<file path="src/rtl/rand_rot_pkg.sv">
// Shared types, defaults and the rotate helper for the mask-randomness rotation buffer.
package rand_rot_pkg;

  localparam int unsigned WIDTH        = 144;
  localparam int unsigned STEP         = 9;
  localparam int unsigned NUM_TAPS     = 8;
  localparam int unsigned MAX_USES_DEF = 16;
  localparam int unsigned CNT_W        = $clog2(MAX_USES_DEF + 1);

  typedef enum logic [1:0] {
    EMPTY   = 2'd0,
    ACTIVE  = 2'd1,
    EXHAUST = 2'd2
  } state_e;

  typedef logic [WIDTH-1:0]                word_t;
  typedef logic [NUM_TAPS-1:0][WIDTH-1:0]  taps_t;

  // Rotate right by amt (taken modulo WIDTH).
  function automatic word_t rotr(word_t w, int unsigned amt);
    int unsigned a;
    a = amt % WIDTH;
    if (a == 0) return w;
    return (w >> a) | (w << (WIDTH - a));
  endfunction

endpackage

</file>
<file path="src/rtl/rand_rotation_buffer_if.sv">
// Randomness-in / rotated-taps-out bus of the rotation buffer.
interface rand_rotation_buffer_if
  import rand_rot_pkg::*;
#(
  parameter int unsigned MAX_USES = MAX_USES_DEF
);
  localparam int unsigned CW = $clog2(MAX_USES + 1);

  word_t           rnd_in;
  logic            rnd_in_valid;
  logic            rnd_in_ready;
  logic            adv;
  taps_t           taps_out;
  logic            taps_valid;
  logic [CW-1:0]   use_cnt;
  logic            err_underrun;

  // Randomness source plus round pipeline side.
  modport master (
    output rnd_in, rnd_in_valid, adv,
    input  rnd_in_ready, taps_out, taps_valid, use_cnt, err_underrun
  );

  // Rotation buffer side.
  modport slave (
    input  rnd_in, rnd_in_valid, adv,
    output rnd_in_ready, taps_out, taps_valid, use_cnt, err_underrun
  );
endinterface

</file>
<file path="src/rtl/rand_rot_taps.sv">
// Combinational fan-out of one word into NUM_TAPS views, tap k rotated right by k*STEP.
module rand_rot_taps
  import rand_rot_pkg::*;
(
  input  word_t word,
  output taps_t taps
);

  for (genvar k = 0; k < NUM_TAPS; k++) begin : g_tap
    assign taps[k] = rotr(word, STEP * k);
  end

endmodule

</file>
<file path="src/rtl/rand_rotation_buffer.sv">
// Holds one fresh randomness word and exports rotated views of it, re-rotating on each advance.
// Optional RAND_ROT_OUTREG_EN registers taps_out/taps_valid for glitch-free gadget inputs.
module rand_rotation_buffer
  import rand_rot_pkg::*;
#(
  parameter int unsigned MAX_USES = MAX_USES_DEF
)(
  input  logic                   clk,
  input  logic                   rst_n,
  rand_rotation_buffer_if.slave  bus
);

  localparam int unsigned CW = $clog2(MAX_USES + 1);

  if (MAX_USES < 1) begin : g_bad_max_uses
    $error("rand_rotation_buffer: MAX_USES must be at least 1");
  end
  if (STEP == 0 || STEP >= WIDTH) begin : g_bad_step
    $error("rand_rotation_buffer: STEP must lie in 1..WIDTH-1");
  end

  state_e          state_q;
  state_e          state_d;
  word_t           word_q;
  logic [CW-1:0]   cnt_q;
  logic            err_q;

  logic            ready_c;
  logic            load_c;
  logic            rotate_c;
  logic            underrun_c;
  logic            last_use_c;
  logic            taps_valid_c;
  taps_t           taps_c;

  assign last_use_c = (cnt_q == CW'(MAX_USES - 1));

  // State register.
  always_ff @(posedge clk or negedge rst_n) begin
    if (!rst_n) state_q <= EMPTY;
    else        state_q <= state_d;
  end

  // Next-state logic; a load always wins over an advance outside ACTIVE.
  always_comb begin
    state_d = state_q;
    unique case (state_q)
      EMPTY,
      EXHAUST: if (load_c) state_d = ACTIVE;
      ACTIVE:  if (bus.adv && last_use_c) state_d = EXHAUST;
      default: state_d = EMPTY;
    endcase
  end

  // Decoded controls from the current state.
  always_comb begin
    ready_c      = 1'b0;
    taps_valid_c = 1'b0;
    load_c       = 1'b0;
    rotate_c     = 1'b0;
    underrun_c   = 1'b0;
    unique case (state_q)
      ACTIVE: begin
        taps_valid_c = 1'b1;
        rotate_c     = bus.adv;
      end
      EMPTY,
      EXHAUST: begin
        ready_c    = 1'b1;
        load_c     = bus.rnd_in_valid;
        underrun_c = bus.adv;
      end
      default: ready_c = 1'b0;
    endcase
  end

  // Word register and use counter.
  always_ff @(posedge clk or negedge rst_n) begin
    if (!rst_n) begin
      word_q <= '0;
      cnt_q  <= '0;
    end else if (load_c) begin
      word_q <= bus.rnd_in;
      cnt_q  <= '0;
    end else if (rotate_c) begin
      word_q <= rotr(word_q, STEP);
      cnt_q  <= cnt_q + CW'(1);
    end
  end

  // Sticky underrun flag, cleared only by reset.
  always_ff @(posedge clk or negedge rst_n) begin
    if (!rst_n)          err_q <= 1'b0;
    else if (underrun_c) err_q <= 1'b1;
  end

  rand_rot_taps u_taps (
    .word (word_q),
    .taps (taps_c)
  );

  assign bus.rnd_in_ready = ready_c;
  assign bus.use_cnt      = cnt_q;
  assign bus.err_underrun = err_q;

`ifdef RAND_ROT_OUTREG_EN
  taps_t taps_q;
  logic  taps_valid_q;

  // Output stage: taps lag the word register by one cycle.
  always_ff @(posedge clk or negedge rst_n) begin
    if (!rst_n) begin
      taps_q       <= '0;
      taps_valid_q <= 1'b0;
    end else begin
      taps_q       <= taps_c;
      taps_valid_q <= taps_valid_c;
    end
  end

  assign bus.taps_out   = taps_q;
  assign bus.taps_valid = taps_valid_q;
`else
  assign bus.taps_out   = taps_c;
  assign bus.taps_valid = taps_valid_c;
`endif

endmodule

</file>
<file path="src/flat_wrapper.sv">
// flat-port wrapper written by rule: the top's interface ports become plain ports
module rand_rotation_buffer_flat import rand_rot_pkg::*;
#(
  parameter int unsigned MAX_USES = MAX_USES_DEF
)
  (clk, rst_n, bus_rnd_in, bus_rnd_in_valid, bus_adv, bus_rnd_in_ready, bus_taps_out, bus_taps_valid, bus_use_cnt, bus_err_underrun);
  rand_rotation_buffer_if #(.MAX_USES(MAX_USES)) bus_i ();
  input  logic clk;
  input  logic rst_n;
  input wire logic [$bits(bus_i.rnd_in)-1:0] bus_rnd_in;
  input wire logic [$bits(bus_i.rnd_in_valid)-1:0] bus_rnd_in_valid;
  input wire logic [$bits(bus_i.adv)-1:0] bus_adv;
  output wire logic [$bits(bus_i.rnd_in_ready)-1:0] bus_rnd_in_ready;
  output wire logic [$bits(bus_i.taps_out)-1:0] bus_taps_out;
  output wire logic [$bits(bus_i.taps_valid)-1:0] bus_taps_valid;
  output wire logic [$bits(bus_i.use_cnt)-1:0] bus_use_cnt;
  output wire logic [$bits(bus_i.err_underrun)-1:0] bus_err_underrun;
  assign bus_i.rnd_in = bus_rnd_in;
  assign bus_i.rnd_in_valid = bus_rnd_in_valid;
  assign bus_i.adv = bus_adv;
  assign bus_rnd_in_ready = bus_i.rnd_in_ready;
  assign bus_taps_out = bus_i.taps_out;
  assign bus_taps_valid = bus_i.taps_valid;
  assign bus_use_cnt = bus_i.use_cnt;
  assign bus_err_underrun = bus_i.err_underrun;
  rand_rotation_buffer #(.MAX_USES(MAX_USES)) u_core (.clk(clk), .rst_n(rst_n), .bus(bus_i));
endmodule
</file>
<file path="config.mk">
export PLATFORM = sky130hd
export DESIGN_NAME = rand_rotation_buffer_flat
export DESIGN_NICKNAME = d
export VERILOG_FILES = /design/src/rtl/rand_rot_pkg.sv /design/src/rtl/rand_rotation_buffer_if.sv /design/src/rtl/rand_rot_taps.sv /design/src/rtl/rand_rotation_buffer.sv /design/src/flat_wrapper.sv
export SDC_FILE = /design/constraint.sdc
export NUM_CORES = 1
export LEC_CHECK = 0
export BUFFER_PORTS_ARGS = -buffer_cell sky130_fd_sc_hd__buf_2
export CORE_AREA = 5 5 513 515
export DETAILED_ROUTE_END_ITERATION = 7
export DIE_AREA = 0 0 518 520
export SYNTH_ARGS = -nofsm -noshare
export SYNTH_HDL_FRONTEND = slang
export SYNTH_SLANG_ARGS = --single-unit
</file>
<file path="constraint.sdc">
create_clock -name clk -period 2.3 [get_ports clk]
set_clock_uncertainty 0.15 [all_clocks]
set_input_delay 0.46 -clock clk [delete_from_list [all_inputs] [get_ports clk]]
set_output_delay 0.46 -clock clk [all_outputs]
set_load 0.005 [all_outputs]
</file>
==> results of run 1 <==
power by group through the flow:
| stage | clock, mW | sequential [mW] | combinational [mW] |
|---|---|---|---|
| 2_1_floorplan | 0 | 6.70 | 15.5 |
| 3_3_place_gp | 0 | 9.78 | 20.4 |
| 3_5_place_dp | 0 | 9.83 | 20.4 |
| 4_1_cts | 3.49 | 9.89 | 20.4 |
| 5_1_grt | 3.52 | 10.1 | 21.5 |
| 6_report | 3.25 | 9.83 | 19.7 |
synthesized netlist by cell type, drive strengths merged, types with 2 or more instances:
master	n	area (um2)
a21oi	36	180
nor3	3	15.0
ha	2	25.0
dfrtp	152	3800
nand3	3	15.0
buf	1045	7840
o22ai	3	18.8
nor2	23	93.8
a22o	123	1080
o21ai	2	10.0
clkbuf	14	52.6
inv	2	7.51
nand2	23	86.3
mux2i	2	20.0
a21o	125	938
what timing repair did:
item                                    4_1_cts  5_1_grt
pin swaps                                     0        0
hold buffers                                 21        0
hold endpoints to repair                     57        0
gates resized for setup                      57        3
endpoints found under the setup margin      389        4
cell type report:
class	count	share of cell area, %
clock buffer	17	2.23
sequential	152	20.3
tap	3402	22.3
timing repair buffer	1427	40.3
antenna	40	0.524
inverter	2	0.0393
clock inverter	15	0.976
multi-input combinational	354	13.4
cell families (layout without fill, tap and decap cells):
| logic type | after synthesis | count (layout) | share of synthesized area (%) |
|---|---|---|---|
| other | 0 | 40 | 0 |
| buffers and inverters | 1061 | 1461 | 55.5 |
| adder cells (fa/ha/maj) | 2 | 2 | 0.176 |
| AND/OR/NAND/NOR | 60 | 60 | 1.86 |
| flip-flops | 152 | 152 | 26.7 |
| multiplexers | 2 | 2 | 0.141 |
| AO/OA/AOI/OAI | 290 | 290 | 15.7 |
stage by stage:
step / setup slack [ns] / std cells / power (mW) / TNS [ns]
2_1_floorplan: 0.666 / 1567 / 22.2 / 0
3_3_place_gp: 0.214 / 5316 / 30.2 / 0
3_5_place_dp: 0.203 / 5316 / 30.2 / 0
4_1_cts: 0.000400 / 5369 / 33.8 / 0
5_1_grt: 0.00277 / 5372 / 35.1 / 0
6_report: -0.0320 / 5409 / 32.8 / -0.178
worst max-delay path by stage:
stage / from / end / slack, ns / cells after the start
floorplan: bus_rnd_in_valid / u_core.word_q[68]$_DFFE_PN0P_ / 0.67 / 6
global placement: bus_adv / u_core.word_q[53]$_DFFE_PN0P_ / 0.21 / 5
detailed placement: bus_adv / u_core.word_q[53]$_DFFE_PN0P_ / 0.20 / 5
CTS: u_core.word_q[102]$_DFFE_PN0P_ / bus_taps_out[507] / 0.0004 / 1
global route: u_core.word_q[76]$_DFFE_PN0P_ / bus_taps_out[481] / 0.003 / 1
finish: u_core.word_q[96]$_DFFE_PN0P_ / bus_taps_out[771] / -0.03 / 1
sequential cells by signal, indices dropped and copies added, names as in the netlist:
| name | cells |
|---|---|
| u_core.bus.err_underrun | 1 |
| u_core.word_q | 144 |
| u_core.state_q | 2 |
| u_core.bus.use_cnt | 5 |
layer usage:
layer	routed length (um)	track usage (%)
met5	27	0
met4	3850	3.23
met3	11500	2.38
met2	54100	13.2
met1	46200	10.0
==> run_results.csv, run 1 <==
group,metric,value,unit
critical_path,timing.rr.start,"u_core.state_q[1]$_DFFE_PN0P_",
power_and_ir_drop,clockPowerShare,9.9,%
worst_hold_path,whs_endpoint,"u_core.word_q[128]$_DFFE_PN0P_",
power_and_ir_drop,p_comb_share,60.1,%
power_and_ir_drop,power.density,1720,nW/um2
drt,routed_wl,116000,um
finish,final_util,7.40,%
drt,ant_nets,0,
power_and_ir_drop,max-vdd-ir-drop,606,uV
clock_tree,clk_pin_slew_worst_paths,0.07,ns
clock_tree,root_buffer,"clkbuf_16",
drt,viasPerCell,2.34,
power_and_ir_drop,seqPwrFrac,30.0,%
sta,drv_slew,0,
global_routing,antenna_found_initial,75,
clock_tree,cts_max_level,4,
finish,regArea,3880,um2
logic_synthesis,synth-seq-cells,152,
floorplanning,die_height,520,um
critical_path,critPathMaxStageDelay,0.94,ns
global_routing,overflow,0,
sta,holdWs,0.0872,ns
clock_tree,cts_tree,"done",
critical_path,path_buf_inv,1,
sta,min_period,2.33,ns
worst_hold_path,hp-start,"bus_rnd_in[128]",
placed_design,place_area,18100,um2
finish,nets,2104,
status,violations,"negative setup slack",
logic_synthesis,ys.flop_type,"dfrtp_1",
critical_path,cp_cell_sequence,"buf_2",
logic_synthesis,ys_seq_area_share,26.7,%
logic_synthesis,synth_cell_types,28,
logic_synthesis,synth_area_per_cell,9.09,um2
critical_path,worstSetupPathType,"reg -> out",
power_and_ir_drop,swShare,55.9,%
sta,setup_slack,-0.0320,ns
critical_path,crit_family,"flip-flops",
clock_tree,cts_inserted_buffers,17,
power_and_ir_drop,leakagePower,10.5,nW
critical_path,cp_slowest_cell,"dfrtp_1",
finish,multi_input_area,2560,um2
critical_path,startpoint_type,"flop",
drt,via_count,12666,
power_and_ir_drop,p_switching,18.3,mW
sta,relSlewSlack,37.5,%
floorplanning,core,258000,um2
placed_design,io_buffers,1307,
sta,setup-violations-final,11,
critical_path,arrival,1.72,ns
clock_tree,clock_sinks,152,
logic_synthesis,synth-edff-count,0,
logic_synthesis,syn_inst,1567,
finish,design_area,19100,um2
clock_tree,postCtsSetupBuffers,0,
global_routing,grt_pass1_vias,11755,
critical_path,crit_fanout,12,
finish,final_common_cell,"buf_2",
sta,worstMarginPinSlew,0.937,ns
placed_design,dp_hpwl,97200,um
global_routing,grt_max_degree,61,
critical_path,worstPathRequired,1.69,ns
floorplanning,rows,187,
power_and_ir_drop,internal-power,14.4,mW
finish,final_cell_mix,"1306 x buf_2, 125 x a21o_1, 123 x a22o_1",
sta,max_freq,429,MHz
logic_synthesis,ys_warn_count,0,
worst_hold_path,hold_path_class,"in -> reg",
sta,hold_viol,0,
floorplanning,die_x,518,um
drt,dr.pass1.iters,5,
logic_synthesis,syn-num-nets,1717,
placed_design,gp_congestion,0.684,
clock_tree,insertion_delay,0.51,ns
clock_tree,cts_max_path_buffers,2,
floorplanning,ioPinCount,1308,
sta,rsz0062_at_grt,"false",
floorplanning,initial_core_util,5.51,%
global_routing,grt.total_usage,8.11,%
critical_path,r2r_slack,0.41,ns
worst_hold_path,holdPathStages,3,
global_routing,grt_first_pass_wirelength,140000,um
logic_synthesis,syn_area,14200,um2
finish,drive_above_1_share,76.4,%
floorplanning,die_area,269000,um2
critical_path,cp-end-kind,"primary output",
finish,syn_to_final_growth,34.1,%
status,status,"complete, but fails checks",
job,cap_violations,0,
drt,first_iter_violations,1114,
logic_synthesis,synthArstFlopShare,100,%
finish,nFillCells,30109,
drt,drcViolationCount,0,
sta,timing.final.crit_share,101,%
critical_path,r2r-end,"u_core.word_q[101]$_DFFE_PN0P_",
critical_path,worst_r2r_path_depth,5,
drt,wl_per_cell,21.4,um
No activity file was read; power rests on OpenSTA's default activity.
==> run 2, diff against run 1 <==
--- a/config.mk
+++ b/config.mk
@@ -12,3 +12,4 @@
 export SYNTH_ARGS = -nofsm -noshare
 export SYNTH_HDL_FRONTEND = slang
 export SYNTH_SLANG_ARGS = --single-unit
+export TNS_END_PERCENT = 30
==> constraint.sdc (replaced) <==
create_clock -name clk -period 2.5 [get_ports clk]
set_clock_uncertainty 0.15 [all_clocks]
set_input_delay 0.5 -clock clk [delete_from_list [all_inputs] [get_ports clk]]
set_output_delay 0.5 -clock clk [all_outputs]
set_load 0.005 [all_outputs]
==> run 2 against run 1 <==
Against the previous run: the run now ends clean; setup slack better by 0.13 ns; sequential power is 7.5% lower; register-to-register slack better by 0.14 ns.
==> run_results.csv, run 2 (synthesized netlist as in run 1, its figures left out) <==
group,metric,value,unit
finish,syn_to_final_growth,33.1,%
drt,dr.pass1.iters,5,
finish,largest_reg_flops,144,
floorplanning,ioPinCount,1308,
finish,nets,2100,
floorplanning,die_area,269000,um2
critical_path,cp-end-kind,"primary output",
finish,largest-register,"u_core.word_q",
clock_tree,clock_sinks,152,
sta,fin_setup_tns,0,ns
worst_hold_path,hp-start,"bus_rnd_in[112]",
sta,timing.final.crit_share,96.2,%
sta,drv_slew,0,
critical_path,worstSetupPathType,"reg -> out",
finish,final_util,7.34,%
critical_path,crit_family,"flip-flops",
critical_path,timing.rr.start,"u_core.state_q[0]$_DFFE_PN0P_",
floorplanning,core,258000,um2
floorplanning,die_height,520,um
floorplanning,initial_core_util,5.51,%
finish,drive_above_1_share,74.3,%
power_and_ir_drop,leakagePower,10.6,nW
placed_design,place_area,18100,um2
critical_path,arrival,1.76,ns
clock_tree,cts_tree,"done",
critical_path,critPathMaxStageDelay,0.97,ns
clock_tree,insertion_delay,0.53,ns
clock_tree,root_buffer,"clkbuf_16",
global_routing,grt_max_degree,76,
finish,final_common_cell,"buf_2",
finish,final_cell_mix,"1306 x buf_2, 148 x dfrtp_1, 125 x a21o_1",
worst_hold_path,hold_path_class,"in -> reg",
drt,viasPerCell,2.36,
floorplanning,die_x,518,um
critical_path,cp-startpoint,"u_core.word_q[85]$_DFFE_PN0P_",
job,cap_violations,0,
sta,min_period,2.41,ns
critical_path,worstPathRequired,1.85,ns
sta,hold_viol,0,
global_routing,grt_pass1_vias,11867,
clock_tree,clk_pin_slew_worst_paths,0.07,ns
critical_path,crit_fanout,10,
placed_design,placed_cells,5324,
placed_design,gp_congestion,0.705,
placed_design,io_buffers,1307,
finish,design_area,19000,um2
critical_path,path_buf_inv,1,
power_and_ir_drop,power,30.5,mW
global_routing,overflow,0,
status,status,"complete, no violations",
critical_path,cp_slowest_cell,"dfrtp_1",
placed_design,dp_hpwl,98900,um
global_routing,antenna_found_initial,83,
drt,wl_per_cell,21.7,um
drt,first_iter_violations,1001,
sta,worstMarginPinSlew,0.962,ns
sta,rsz0062_at_grt,"false",
sta,max_freq,416,MHz
critical_path,cp_cell_sequence,"buf_2",
sta,setup-violations-final,0,
global_routing,grt.total_usage,8.18,%
critical_path,startpoint_type,"flop",
sta,relSlewSlack,35.8,%
global_routing,grt_first_pass_wirelength,141000,um
power_and_ir_drop,max-vdd-ir-drop,451,uV
drt,via_count,12718,
clock_tree,cts_max_level,4,
clock_tree,cts_inserted_buffers,25,
clock_tree,cts_max_path_buffers,3,
drt,ant_nets,0,
drt,drcViolationCount,0,
floorplanning,rows,187,
drt,routed_wl,117000,um
finish,finalNonFillerCells,5397,
power_and_ir_drop,power.density,1610,nW/um2
==> run 2: repair_timing <==
action	in CTS	in global routing
endpoints found under the hold margin	48	0
resized for setup	4	0
setup buffers	0	0
endpoints found under the setup margin	24	0
hold buffers	1	0
==> run 2: worst paths after layout <==
check | end | slack (ns) | cells after the start
worst min register to register | u_core.bus.err_underrun$_DFFE_PN0P_ | 0.32 | 1
min in group asynchronous | u_core.bus.use_cnt[3]$_DFFE_PN0P_ | 0.38 | 2
max in group asynchronous | u_core.word_q[102]$_DFFE_PN0P_ | 1.14 | 3
worst max register to register | u_core.word_q[95]$_DFFE_PN0P_ | 0.55 | 5
worst min-delay path | u_core.word_q[112]$_DFFE_PN0P_ | 0.08 | 3
worst max-delay path | bus_taps_out[355] | 0.09 | 1
==> run 2: metrics by stage <==
step,hold WS [ns],setup slack (ns)
CTS,0.00358,0.0289
finish,0.0776,0.0946
floorplan,0.0544,0.826
detailed placement,0.295,0.383
global placement,0.294,0.413
global route,0.0382,0.0533
==> run 2: where the power goes <==
part	total (mW)	internal [mW]	switching (mW)
clock	3.23	1.93	1.30
combinational	18.1	8.19	9.94
sequential	9.09	3.56	5.53
total	30.5	13.7	16.8
==> run 2: layer usage <==
| layer | part of all wire, % | up-vias | track usage (%) |
|---|---|---|---|
| li1 | - | 4942 | - |
| met1 | 38 | 6352 | 9.62 |
| met2 | 48 | 1273 | 13.8 |
| met5 | 0.073 | - | 0 |
| met4 | 3.4 | 12 | 3.34 |
| met3 | 11 | 139 | 2.61 |
==> run 2: final cells by class <==
type	instances	area [um2]
diodes	40	100
clock buffers	31	698
clock inverters	1	5.00
fillers	30117	239000
inverters	2	7.51
multi-input cells	354	2560
flip-flops and latches	152	3810
well taps	3402	4260
repair buffers	1415	7530
==> run 3, diff against run 2 <==
--- a/config.mk
+++ b/config.mk
@@ -5,10 +5,11 @@
 export SDC_FILE = /design/constraint.sdc
 export NUM_CORES = 1
 export LEC_CHECK = 0
+export ABC_AREA = 1
 export BUFFER_PORTS_ARGS = -buffer_cell sky130_fd_sc_hd__buf_2
-export CORE_AREA = 5 5 513 515
+export CORE_AREA = 5 5 500 502
 export DETAILED_ROUTE_END_ITERATION = 7
-export DIE_AREA = 0 0 518 520
+export DIE_AREA = 0 0 505 507
 export SYNTH_ARGS = -nofsm -noshare
 export SYNTH_HDL_FRONTEND = slang
 export SYNTH_SLANG_ARGS = --single-unit
==> run 3 against run 2 <==
Against the previous run: area after synthesis rose by 0.51%; worst hold slack got worse by 0.0013 ns; utilization rose by 0.93 points; non-clock buffer count rose by 153; clock power fell by 6%; first-iteration DRC count rose by 65%; register-to-register slack improved by 0.04 ns; count of clock-buffer cells in the layout fell by 14; synthesized cell count rose by 18%; sequential share of layout area fell by 1.2 points; largest power group unchanged.
==> run_results.csv, run 3 <==
group,metric,value,unit
status,status,"complete, no violations",
logic_synthesis,synth-xor-area-share,0,%
finish,drive_above_1_share,62.7,%
placed_design,gp_congestion,0.764,
sta,setup-violations-final,0,
logic_synthesis,synth_area_per_cell,7.72,um2
logic_synthesis,synth_fa_ha_area_share,0.175,%
job,cap_violations,0,
critical_path,cp_cell_sequence,"buf_2",
power_and_ir_drop,power.density,1530,nW/um2
sta,setup_slack,0.129,ns
floorplanning,die_height,507,um
clock_tree,cts_tree,"done",
drt,wl_per_cell,23.1,um
logic_synthesis,synth-seq-cells,152,
clock_tree,clk_pin_slew_worst_paths,0.07,ns
global_routing,grt_first_pass_wirelength,155000,um
sta,relSlewSlack,42.1,%
finish,nFillCells,28629,
finish,largest-register,"u_core.word_q",
clock_tree,cts_max_path_buffers,2,
finish,final_common_cell,"buf_2",
logic_synthesis,yosysMostFrequentCell,"buf_4",
critical_path,critPathMaxStageDelay,0.81,ns
sta,timing.final.crit_share,94.8,%
critical_path,worstPathRequired,1.85,ns
power_and_ir_drop,swShare,57.9,%
critical_path,worst_r2r_path_depth,7,
power_and_ir_drop,p_switching,18.0,mW
sta,fin_setup_tns,0,ns
logic_synthesis,ys_warn_count,0,
placed_design,dpl_worst_slack,0.427,ns
drt,via_count,14370,
drt,viasPerCell,2.54,
logic_synthesis,ys.flop_type,"dfrtp_1",
floorplanning,core,245000,um2
global_routing,overflow,0,
global_routing,grt_pass1_vias,13103,
logic_synthesis,syn_inst,1854,
worst_hold_path,whs_endpoint,"u_core.word_q[46]$_DFFE_PN0P_",
floorplanning,die_area,256000,um2
finish,largest_reg_flops,144,
drt,routed_wl,130000,um
power_and_ir_drop,leakagePower,10.9,nW
critical_path,crit_fanout,11,
finish,finalNonFillerCells,5656,
global_routing,grt_max_degree,53,
finish,final_cell_mix,"1306 x buf_2, 437 x nand2_1, 143 x nand3_1, 143 x dfrtp_1, 132 x buf_4",
critical_path,arrival,1.72,ns
logic_synthesis,synth_area_leaders,"buf_4 53%, dfrtp_1 27%, nand2_1 11%",
logic_synthesis,synthSimpleGateAreaFrac,17.4,%
logic_synthesis,synthArstFlopShare,100,%
sta,worstMarginPinSlew,0.868,ns
logic_synthesis,synth_top_family_by_area,"buffers and inverters",
logic_synthesis,syn_area,14300,um2
critical_path,crit_family,"flip-flops",
power_and_ir_drop,p_comb_share,68.3,%
logic_synthesis,synth_compound_area_share,0.341,%
clock_tree,cts_inserted_buffers,17,
sta,max_freq,422,MHz
logic_synthesis,ys_seq_area_share,26.6,%
logic_synthesis,yosys-top-cells-count,"1010 x buf_4, 437 x nand2_1, 152 x dfrtp_1, 143 x nand3_1, 27 x buf_2",
sta,min_period,2.37,ns
clock_tree,clock_sinks,152,
floorplanning,rows,182,
clock_tree,insertion_delay,0.53,ns
sta,drv_slew,0,
floorplanning,ioPinCount,1308,
power_and_ir_drop,max-vdd-ir-drop,488,uV
clock_tree,cts_max_level,4,
sta,rsz0062_at_grt,"false",
logic_synthesis,muxShareOfSynthArea,0.0699,%
placed_design,placed_cells,5474,
sta,hold_viol,0,
logic_synthesis,synth-edff-count,0,
finish,syn_to_final_growth,41.4,%
critical_path,r2r_slack,0.59,ns
critical_path,startpoint_type,"flop",
worst_hold_path,hold_path_class,"in -> reg",
logic_synthesis,yosysTopAreaCellShare,53.0,%
clock_tree,root_buffer,"clkbuf_16",
finish,regArea,3820,um2
power_and_ir_drop,clockPowerShare,9.8,%
power_and_ir_drop,seqPwrFrac,21.9,%
worst_hold_path,holdPathStages,3,
finish,nets,2536,
power_and_ir_drop,internal-power,13.1,mW
logic_synthesis,syn-num-nets,2004,
finish,design_area,20200,um2
logic_synthesis,synth_cell_types,21,
drt,first_iter_violations,1647,
drt,dr.pass1.iters,6,
placed_design,place_area,18400,um2
critical_path,path_buf_inv,1,
critical_path,cp-end-kind,"primary output",
floorplanning,die_x,505,um
critical_path,cp_slowest_cell,"dfrtp_1",
drt,drcViolationCount,0,
worst_hold_path,hp-start,"bus_rnd_in[46]",
drt,ant_nets,0,
finish,multi_input_area,2580,um2
critical_path,r2r-end,"u_core.word_q[23]$_DFFE_PN0P_",
logic_synthesis,synth_top_area_cell,"buf_4",
placed_design,io_buffers,1307,
global_routing,antenna_found_initial,87,
critical_path,worstSetupPathType,"reg -> out",
global_routing,grt.total_usage,9.57,%
floorplanning,initial_core_util,5.85,%
sta,holdWs,0.0763,ns
placed_design,dp_hpwl,109000,um
critical_path,timing.rr.start,"u_core.state_q[0]$_DFFE_PN0P_",
[run 3: routing by layer]
metal  GRT usage [%]  part of all wire (%)  routed length, um
met5               0                 0.010                 13
met4            4.05                   4.0               5190
met3            1.67                   8.3              10800
met2            16.5                    48              63300
met1            11.7                    39              51200
[run 3: final cells by class]
cell class	instances	share of cell area [%]
Antenna cell	37	0.457
Clock buffer	17	2.10
Clock inverter	15	0.921
Inverter	27	0.575
Multi-Input combinational cell	620	12.7
Sequential cell	152	18.9
Tap cell	3220	19.9
Timing Repair Buffer	1568	44.4
[run 3: power groups by stage]
stage | Clock (mW) | Sequential, mW | Combinational (mW)
2_1_floorplan | 0 | 6.02 | 13.5
3_3_place_gp | 0 | 6.93 | 21.7
3_5_place_dp | 0 | 6.95 | 21.8
4_1_cts | 3.25 | 6.92 | 22.0
5_1_grt | 3.29 | 7.04 | 22.7
6_report | 3.04 | 6.81 | 21.2
[run 3: cell families after synthesis]
kind of cell,after synthesis
buffers and inverters,1082
and+or+nand+nor,609
DFF,152
AOI/OAI and AO/OA,8
adders and majority gates,2
muxes,1
[run 3: timing repair]
action,4_1_cts,5_1_grt
hold endpoints to repair,160,0
setup endpoints to repair,12,0
hold buffers,113,0
buffers inserted,0,0
gates resized for setup,4,0
[run 3: per-stage QoR]
| stage | power (mW) | utilization, % |
|---|---|---|
| finish | 31.0 | 8.27 |
| detailed placement | 28.8 | 7.52 |
| floorplan | 19.5 | - |
| global placement | 28.6 | 7.52 |
| CTS | 32.2 | 8.23 |
| global route | 33.1 | 8.24 |
[run 3: worst max-delay path by stage]
stage                                        from                        endpoint  slack, ns  cells past startpoint
global placement                          bus_adv   u_core.word_q[20]$_DFFE_PN0P_       0.42                      7
global route        u_core.word_q[12]$_DFFE_PN0P_               bus_taps_out[696]      0.006                      1
finish              u_core.word_q[68]$_DFFE_PN0P_               bus_taps_out[743]       0.13                      1
detailed placement                        bus_adv   u_core.word_q[20]$_DFFE_PN0P_       0.43                      7
floorplan                                 bus_adv  u_core.word_q[100]$_DFFE_PN0P_       1.10                      7
CTS                 u_core.word_q[12]$_DFFE_PN0P_               bus_taps_out[696]       0.02                      1
